## src/rtl/mvu_pkg.sv

```systemverilog
// rtl/mvu_pkg.sv - shared types and fold/width helpers for the MVU weight sequencer
package mvu_pkg;

    typedef enum logic {
        S_IDLE = 1'b0,
        S_RUN  = 1'b1
    } mvu_sched_state_t;

    // Number of synapse folds: input columns consumed SIMD at a time.
    function automatic int sf_of(input int matrix_w, input int simd);
        return matrix_w / simd;
    endfunction

    // Number of neuron folds: output rows produced PE at a time.
    function automatic int nf_of(input int matrix_h, input int pe);
        return matrix_h / pe;
    endfunction

    // Width of an index over n values, never narrower than one bit.
    function automatic int cnt_bw(input int n);
        return (n > 1) ? $clog2(n) : 1;
    endfunction

    // Weight-memory address width; the memory and the sequencer both use this.
    function automatic int wmem_addr_bw(input int depth);
        return cnt_bw(depth);
    endfunction

endpackage

```

## src/rtl/mvu_fold_counter.sv

```systemverilog
// rtl/mvu_fold_counter.sv - modulo counter with enable and terminal-count wrap flag
module mvu_fold_counter
    import mvu_pkg::*;
#(
    parameter int MOD = 4,
    parameter int W   = cnt_bw(MOD)
) (
    input  logic         clock,
    input  logic         reset,
    input  logic         en,
    output logic [W-1:0] count,
    output logic         wrap
);

    localparam logic [W-1:0] LAST = W'(MOD - 1);

    // wrap marks the terminal value so an outer counter can chain on it
    assign wrap = (count == LAST);

    // advance on enable, returning to zero after the terminal value
    always_ff @(posedge clock) begin
        if (reset) begin
            count <= '0;
        end else if (en) begin
            count <= wrap ? '0 : count + W'(1);
        end
    end

endmodule

```

## src/rtl/mvu_weight_sched.sv

```systemverilog
// rtl/mvu_weight_sched.sv - weight-memory read sequencer and beat control stream for one MVU
module mvu_weight_sched
    import mvu_pkg::*;
#(
    parameter int SIMD         = 2,
    parameter int PE           = 2,
    parameter int MatrixW      = 8,
    parameter int MatrixH      = 4,
    parameter int WMEM_DEPTH   = sf_of(MatrixW, SIMD) * nf_of(MatrixH, PE),
    parameter int WMEM_ADDR_BW = wmem_addr_bw(WMEM_DEPTH),
    localparam int SF          = sf_of(MatrixW, SIMD),
    localparam int NF          = nf_of(MatrixH, PE),
    localparam int ACT_BW      = cnt_bw(SF),
    localparam int NF_BW       = cnt_bw(NF)
) (
    input  logic                    clock,
    input  logic                    reset,
    input  logic                    vec_valid,
    output logic                    vec_ready,
    input  logic                    stall,
    output logic [WMEM_ADDR_BW-1:0] wmem_addr,
    output logic [ACT_BW-1:0]       act_idx,
    output logic                    w_valid,
    output logic                    w_sf_first,
    output logic                    w_sf_last,
    output logic                    w_vec_last
);

    if (MatrixW % SIMD != 0) begin : g_chk_matrix_w
        $error("MatrixW must be a multiple of SIMD");
    end
    if (MatrixH % PE != 0) begin : g_chk_matrix_h
        $error("MatrixH must be a multiple of PE");
    end
    if (WMEM_DEPTH != SF * NF) begin : g_chk_depth
        $error("WMEM_DEPTH must equal SF*NF");
    end

    mvu_sched_state_t state;
    mvu_sched_state_t state_next;

    logic [ACT_BW-1:0]       sf_cnt;
    logic                    sf_wrap;
    logic [NF_BW-1:0]        nf_cnt;
    logic                    nf_wrap;
    logic                    advance;
    logic                    last;
    logic [WMEM_ADDR_BW-1:0] issue_addr;
    logic [WMEM_ADDR_BW-1:0] data_addr;

    // synapse fold runs inner; its wrap carries into the neuron fold
    mvu_fold_counter #(
        .MOD (SF),
        .W   (ACT_BW)
    ) u_sf_cnt (
        .clock (clock),
        .reset (reset),
        .en    (advance),
        .count (sf_cnt),
        .wrap  (sf_wrap)
    );

    mvu_fold_counter #(
        .MOD (NF),
        .W   (NF_BW)
    ) u_nf_cnt (
        .clock (clock),
        .reset (reset),
        .en    (advance & sf_wrap),
        .count (nf_cnt),
        .wrap  (nf_wrap)
    );

    // folds are walked in address order, so nf*SF+sf steps by one and wraps with the vector
    assign issue_addr = WMEM_ADDR_BW'(int'(nf_cnt) * SF + int'(sf_cnt));

    // state register
    always_ff @(posedge clock) begin
        if (reset) begin
            state <= S_IDLE;
        end else begin
            state <= state_next;
        end
    end

    // next state: a stalled cycle makes no progress; last beat chains into the next vector when one waits
    always_comb begin
        state_next = state;
        if (!stall) begin
            case (state)
                S_IDLE:  if (vec_valid) state_next = S_RUN;
                S_RUN:   if (last && !vec_valid) state_next = S_IDLE;
                default: state_next = S_IDLE;
            endcase
        end
    end

    // control outputs: acceptance window and counter advance
    always_comb begin
        last      = 1'b0;
        advance   = 1'b0;
        vec_ready = 1'b0;
        if (state == S_RUN) begin
            last    = sf_wrap & nf_wrap;
            advance = ~stall;
        end
        vec_ready = ~stall & ((state == S_IDLE) | last);
    end

    // beat pipeline follows the one-cycle memory read, frozen while downstream stalls
    always_ff @(posedge clock) begin
        if (reset) begin
            w_valid    <= 1'b0;
            w_sf_first <= 1'b0;
            w_sf_last  <= 1'b0;
            w_vec_last <= 1'b0;
            data_addr  <= '0;
        end else if (!stall) begin
            w_valid    <= (state == S_RUN);
            w_sf_first <= (sf_cnt == '0);
            w_sf_last  <= sf_wrap;
            w_vec_last <= last;
            data_addr  <= issue_addr;
        end
    end

    // during a stall the memory re-reads the presented word so its output holds still
    assign wmem_addr = (stall && w_valid) ? data_addr : issue_addr;
    assign act_idx   = sf_cnt;

endmodule

```

## config.mk

```make
export PLATFORM = sky130hd
export DESIGN_NAME = mvu_weight_sched
export DESIGN_NICKNAME = d
export VERILOG_FILES = /design/src/rtl/mvu_pkg.sv /design/src/rtl/mvu_fold_counter.sv /design/src/rtl/mvu_weight_sched.sv
export SDC_FILE = /design/constraint.sdc
export NUM_CORES = 1
export LEC_CHECK = 0
export ABC_AREA = 1
export ABC_CLOCK_PERIOD_IN_PS = 2100
export CAP_MARGIN = 15
export CORE_AREA = 10 10 47 49
export CTS_BUF_LIST = sky130_fd_sc_hd__clkbuf_16
export DETAILED_ROUTE_END_ITERATION = 10
export DIE_AREA = 0 0 57 59
export PLACE_DENSITY_LB_ADDON = 0.05
export REMOVE_ABC_BUFFERS = 1
export SLEW_MARGIN = 0
export SYNTH_ARGS = -nofsm -noshare
export SYNTH_HDL_FRONTEND = slang
export SYNTH_SLANG_ARGS = --single-unit
```

## constraint.sdc

```tcl
create_clock -name clock -period 2.1 [get_ports clock]
set_clock_uncertainty 0.1 [all_clocks]
set_input_delay 0.315 -clock clock [delete_from_list [all_inputs] [get_ports clock]]
set_output_delay 0.315 -clock clock [all_outputs]
set_load 0.005 [all_outputs]
```

### After elaboration in Yosys (flattened, before gate mapping)

Index checks and enable logic that the tools add are counted.

* register bits: 11
* input port bits: 4

* equality and inequality tests: 1
* bitwise gates (word level): 6
* reduce and logical (&&, ||, !) cells: 4
* $add $sub $neg: 3
* multiplexer cells: 8

Operators with widths (number)
* 1-bit 2-to-1 mux: 5
* 3-bit by 2-bit adder with 3-bit output: 1
* 1-bit bitwise AND: 3
* 3-bit 2-to-1 mux: 1
* 2-bit by 1-bit adder with 2-bit output (second input constant): 1
* 2-bit == test (second input constant): 1
* 1-bit logical AND: 2
* 2-bit logical NOT: 1
* 2-bit 2-to-1 mux: 1
* 1-bit NOT: 2
* 1-bit case mux with 2 select lines: 1
* 1-bit adder (second input constant): 1
* 1-bit logical NOT: 1
* 1-bit OR: 1

### Depth between registers and ports, before layout

Gate-level depths: netlist (run 1).

* depth after elaboration: 6
* mapped depth: 6

### Cells and area by module

From an unflattened synthesis (run 1), not the netlist that was laid out.

* cells, all modules: 73
* area, all modules: 538.0 um^2

Modules (own cells, without submodules)
* mvu_weight_sched: times used 1, cells an instance 52, area each 391.6 um^2
* mvu_fold_counter at u_sf_cnt: times used 1, cells an instance 14, area each 100.1 um^2
* mvu_fold_counter at u_nf_cnt: times used 1, cells an instance 7, area each 46.3 um^2

### Least setup slack after synthesis (run 1)

Ideal clock, no wire load.

* kind: reg2out
* start point: reg u_sf_cnt.count[1]
* end point: out vec_ready
* stages on the path, launching flop included: 4
* data required time: 1.685 ns
* arrival time: 0.804 ns
* path slack: 0.881 ns
* cells stage by stage: dfxtp_1 > ha_1 > nand2_1 > a21oi_1

* word-level cells in the longest chain between the ends: 5

RTL lines
* start: declaration: line mvu_fold_counter.sv:11 `output logic [W-1:0] count,`
* start signal: assignment: line mvu_fold_counter.sv:25 `count <= wrap ? '0 : count + W'(1);`
* 2-bit == test: line mvu_fold_counter.sv:18 `assign wrap = (count == LAST);`
* net sf_wrap: line mvu_weight_sched.sv:43 `logic sf_wrap;`
* 1-bit bitwise AND: line mvu_weight_sched.sv:104 `last = sf_wrap & nf_wrap;`
* 1-bit 2-to-1 mux: line mvu_weight_sched.sv:103 `if (state == S_RUN) begin`
* 1-bit OR: line mvu_weight_sched.sv:107 `vec_ready = ~stall & ((state == S_IDLE) | last);`
* 1-bit bitwise AND: line mvu_weight_sched.sv:107
* end: declaration: line mvu_weight_sched.sv:19 `output logic vec_ready,`

The timed path passes the listed nets, and every way through them passes these cells.

### Final worst setup path (run 1)

Ends and elaborated chain as after synthesis.

==> flow_summary.toml, run 1 <==
[synth]
ys_seq_area_share_pct = 42.7
ys_warn_count = 0
synth-async-reset-ratio_pct = 0
synthFlopType = "dfxtp_1"
yosysMostFrequentCell = "nand2_1"
synth_common_cells = "nand2_1 (19), dfxtp_1 (11), a21oi_1 (7), inv_1 (7), nor2_1 (6)"
synth_edf_count = 0
syn_inst = 68
synth_cell_type_count = 15
syn_area_um2 = 515
syn_avg_cell_area_um2 = 7.58
synth_top_area_cell = "dfxtp_1"
ys_ff_latch = 11
synthTopCellsByArea = "dfxtp_1 (43%), nand2_1 (14%), a21oi_1 (6.8%)"
netlist.area_leader.share_pct = 42.7

[setup_path]
cp_slowest_cell = "clkdlybuf4s50_1"
path_depth = 4
crit_buf_inv = 1
cp_max_fo = 5
crit_chain = "ha_2 -> nand2_1 -> a21oi_1 -> clkdlybuf4s50_1"
cpPeakStageDelay_ns = 0.52
crit_type = "flop to output pin"
worstSetupStartpointType = "flop"
reg2regPathDepth = 4
crit_family = "buffers and inverters"
cp_data_arrival_time_ns = 1.54
cp_data_required_time_ns = 1.68
crit_path_end_kind = "output pin"

[sta]
max_freq_mhz = 513
setup_violations = 0
whs_ns = 0.352
slew_headroom_pct = 83.8
setup_tns_ns = 0
rsz0062_at_grt = "false"
max_slew.worst_pin.slew_ns = 0.243
period_share_pct = 92.9
fin_crit_ns = 1.95
final_hold_viol_count = 0
slew_violations = 0

[grt]
grt_pass1_vias = 509
grt_pass1_wl_mm = 2.22
antenna_found_initial = 0
grt_overflow = 0
grt_max_degree = 15
grtUsageTotal_pct = 8.49

[placed_design]
dp_hpwl_um = 931
place_congestion = 0.753
io_buffers = 13
placed_cell_area_um2 = 649

[cts]
insertion_delay_ns = 0.24
cts_tree = "yes"
holdBufCountCts = 0
clock_sinks = 11
htreeDepth = 1
cts-root-buf = "clkbuf_16"
numCtsBuffers = 3
cts.clk_slew.worst_paths_ns = 0.04
clockBufferDepth = 2

[power_and_ir_drop]
p_leak_nw = 0.321
fin_total_pwr_uw = 625
p_per_area_nw_per_um2 = 849
ir_worst_vdd_mv = 0.459

[routing]
vias_per_cell = 4.83
vias = 488
drtIter0Drc = 3
wl_mm = 1.25
drt-pass1-iter-count = 3
ant_nets = 0
drc_errors = 0
wl_per_cell_um = 12.3

[finish]
fin_area_um2 = 736
fillers = 154
n_antenna_cell = 0
synthToLayoutAreaGrowth_pct = 42.7
drive_gt1_share_pct = 12.9
final_nets = 92

[floorplan]
dieArea_um2 = 3360
fp.dieW_um = 57
placeableCoreArea_um2 = 1400
io_pins = 14
rows = 14
start_util_pct = 36.8
fp.dieH_um = 59

[run]
drv_cap = 0

[min_path]
whs_path_depth = 2
hold_class = "flop to flop"

[run_status]
outcome = "completed"
-- final cells by class --
cell class | count | area (um2) | share of cell area [%]
timing repair buffer | 15 | 148 | 20.1
clock buffer | 3 | 75.1 | 10.2
inverter | 8 | 35.0 | 4.76
multi-input combinational | 47 | 231 | 31.5
clock inverter | 1 | 3.75 | 0.510
sequential | 11 | 223 | 30.3
tap | 16 | 20.0 | 2.72
-- sequential cells by signal, summed over array words and instances, names as in the netlist --
name and flops:
state 1, data_addr 3, u_nf_cnt.count 1, w_vec_last 1, w_sf_last 1, w_sf_first 1
w_valid 1, u_sf_cnt.count 2
-- worst paths after layout --
| path | to | startpoint | slack (ns) |
|---|---|---|---|
| hold / removal | w_vec_last$_SDFFE_PP0N_ | w_vec_last$_SDFFE_PP0N_ | 0.35 |
| setup / recovery | vec_ready | u_sf_cnt.count[1]$_SDFFE_PP0P_ | 0.15 |
| hold reg to reg | w_vec_last$_SDFFE_PP0N_ | w_vec_last$_SDFFE_PP0N_ | 0.35 |
| setup reg to reg | u_sf_cnt.count[1]$_SDFFE_PP0P_ | u_sf_cnt.count[0]$_SDFFE_PP0P_ | 0.98 |
-- metal layers --
| layer | vias to the layer above | GRT usage, % | part of all wire (%) |
|---|---|---|---|
| li1 | 255 | - | - |
| met1 | 222 | 9.22 | 44 |
| met2 | 9 | 12.6 | 46 |
| met3 | 2 | 4.29 | 8.9 |
| met4 | 0 | 6.04 | 0.96 |
| met5 | - | 0 | 0 |
-- tightest hold or removal path: cells and delay by family (launching register included) --
kind	cells	cell delay, ns
AOI/OAI and AO/OA	1	0.05
DFF	1	0.30
and+or+nand+nor	1	0.05
-- kinds of logic after synthesis --
family	synth area share [%]
compound gates	13.3
fa+ha+maj	4.85
buf+inv	12.9
flops	42.7
simple gates	26.2
-- power breakdown --
| part | internal (mW) | switching [mW] | leakage [nW] |
|---|---|---|---|
| logic | 0.0293 | 0.0266 | 0.188 |
| registers | 0.219 | 0.00898 | 0.0909 |
| clock network | 0.250 | 0.0911 | 0.0423 |
| total | 0.498 | 0.127 | 0.321 |
-- through the flow --
step | setup WS, ns | util [%] | std cells
finish | 0.149 | 52.5 | 101
CTS | 0.00608 | 52.0 | 101
floorplan | 0.881 | - | 66
detailed placement | 0.0375 | 46.3 | 97
global route | 0.0205 | 52.5 | 101
global placement | 0.0222 | 46.3 | 97
-- cells in the final DEF (no fill, tap or decap) --
cell / instances
nand2_1: 19
clkdlybuf4s50_1: 12
dfxtp_1: 9
inv_1: 8
a21oi_1: 7
nor2_1: 6
nand3_1: 5
o21ai_1: 3
clkbuf_16: 3
o21ai_0: 2
buf_4: 2
dfxtp_2: 2
inv_6: 1
nand3_2: 1
a21oi_2: 1
nand4_1: 1
ha_1: 1
ha_2: 1
dlymetal6s2s_1: 1
-- timing repair --
action | in CTS | in global routing
setup endpoints to repair | 0 | 4
buffers inserted | 0 | 0
resized for setup | 0 | 4
No activity file was read; power rests on OpenSTA's default activity.
==> run 2, diff against run 1 <==
--- a/config.mk
+++ b/config.mk
@@ -14,7 +14,7 @@
 export DIE_AREA = 0 0 57 59
 export PLACE_DENSITY_LB_ADDON = 0.05
 export REMOVE_ABC_BUFFERS = 1
-export SLEW_MARGIN = 0
+export SLEW_MARGIN = 40
 export SYNTH_ARGS = -nofsm -noshare
 export SYNTH_HDL_FRONTEND = slang
 export SYNTH_SLANG_ARGS = --single-unit
==> results of run 2 <==
The final DEF is identical to that of run 1; final timing and power are the same.
==> run 3, diff against run 2 <==
--- a/config.mk
+++ b/config.mk
@@ -14,7 +14,7 @@
 export DIE_AREA = 0 0 57 59
 export PLACE_DENSITY_LB_ADDON = 0.05
 export REMOVE_ABC_BUFFERS = 1
-export SLEW_MARGIN = 40
+export SLEW_MARGIN = 20
 export SYNTH_ARGS = -nofsm -noshare
 export SYNTH_HDL_FRONTEND = slang
 export SYNTH_SLANG_ARGS = --single-unit
==> results of run 3 <==
The final DEF is identical to that of run 1; final timing and power are the same.
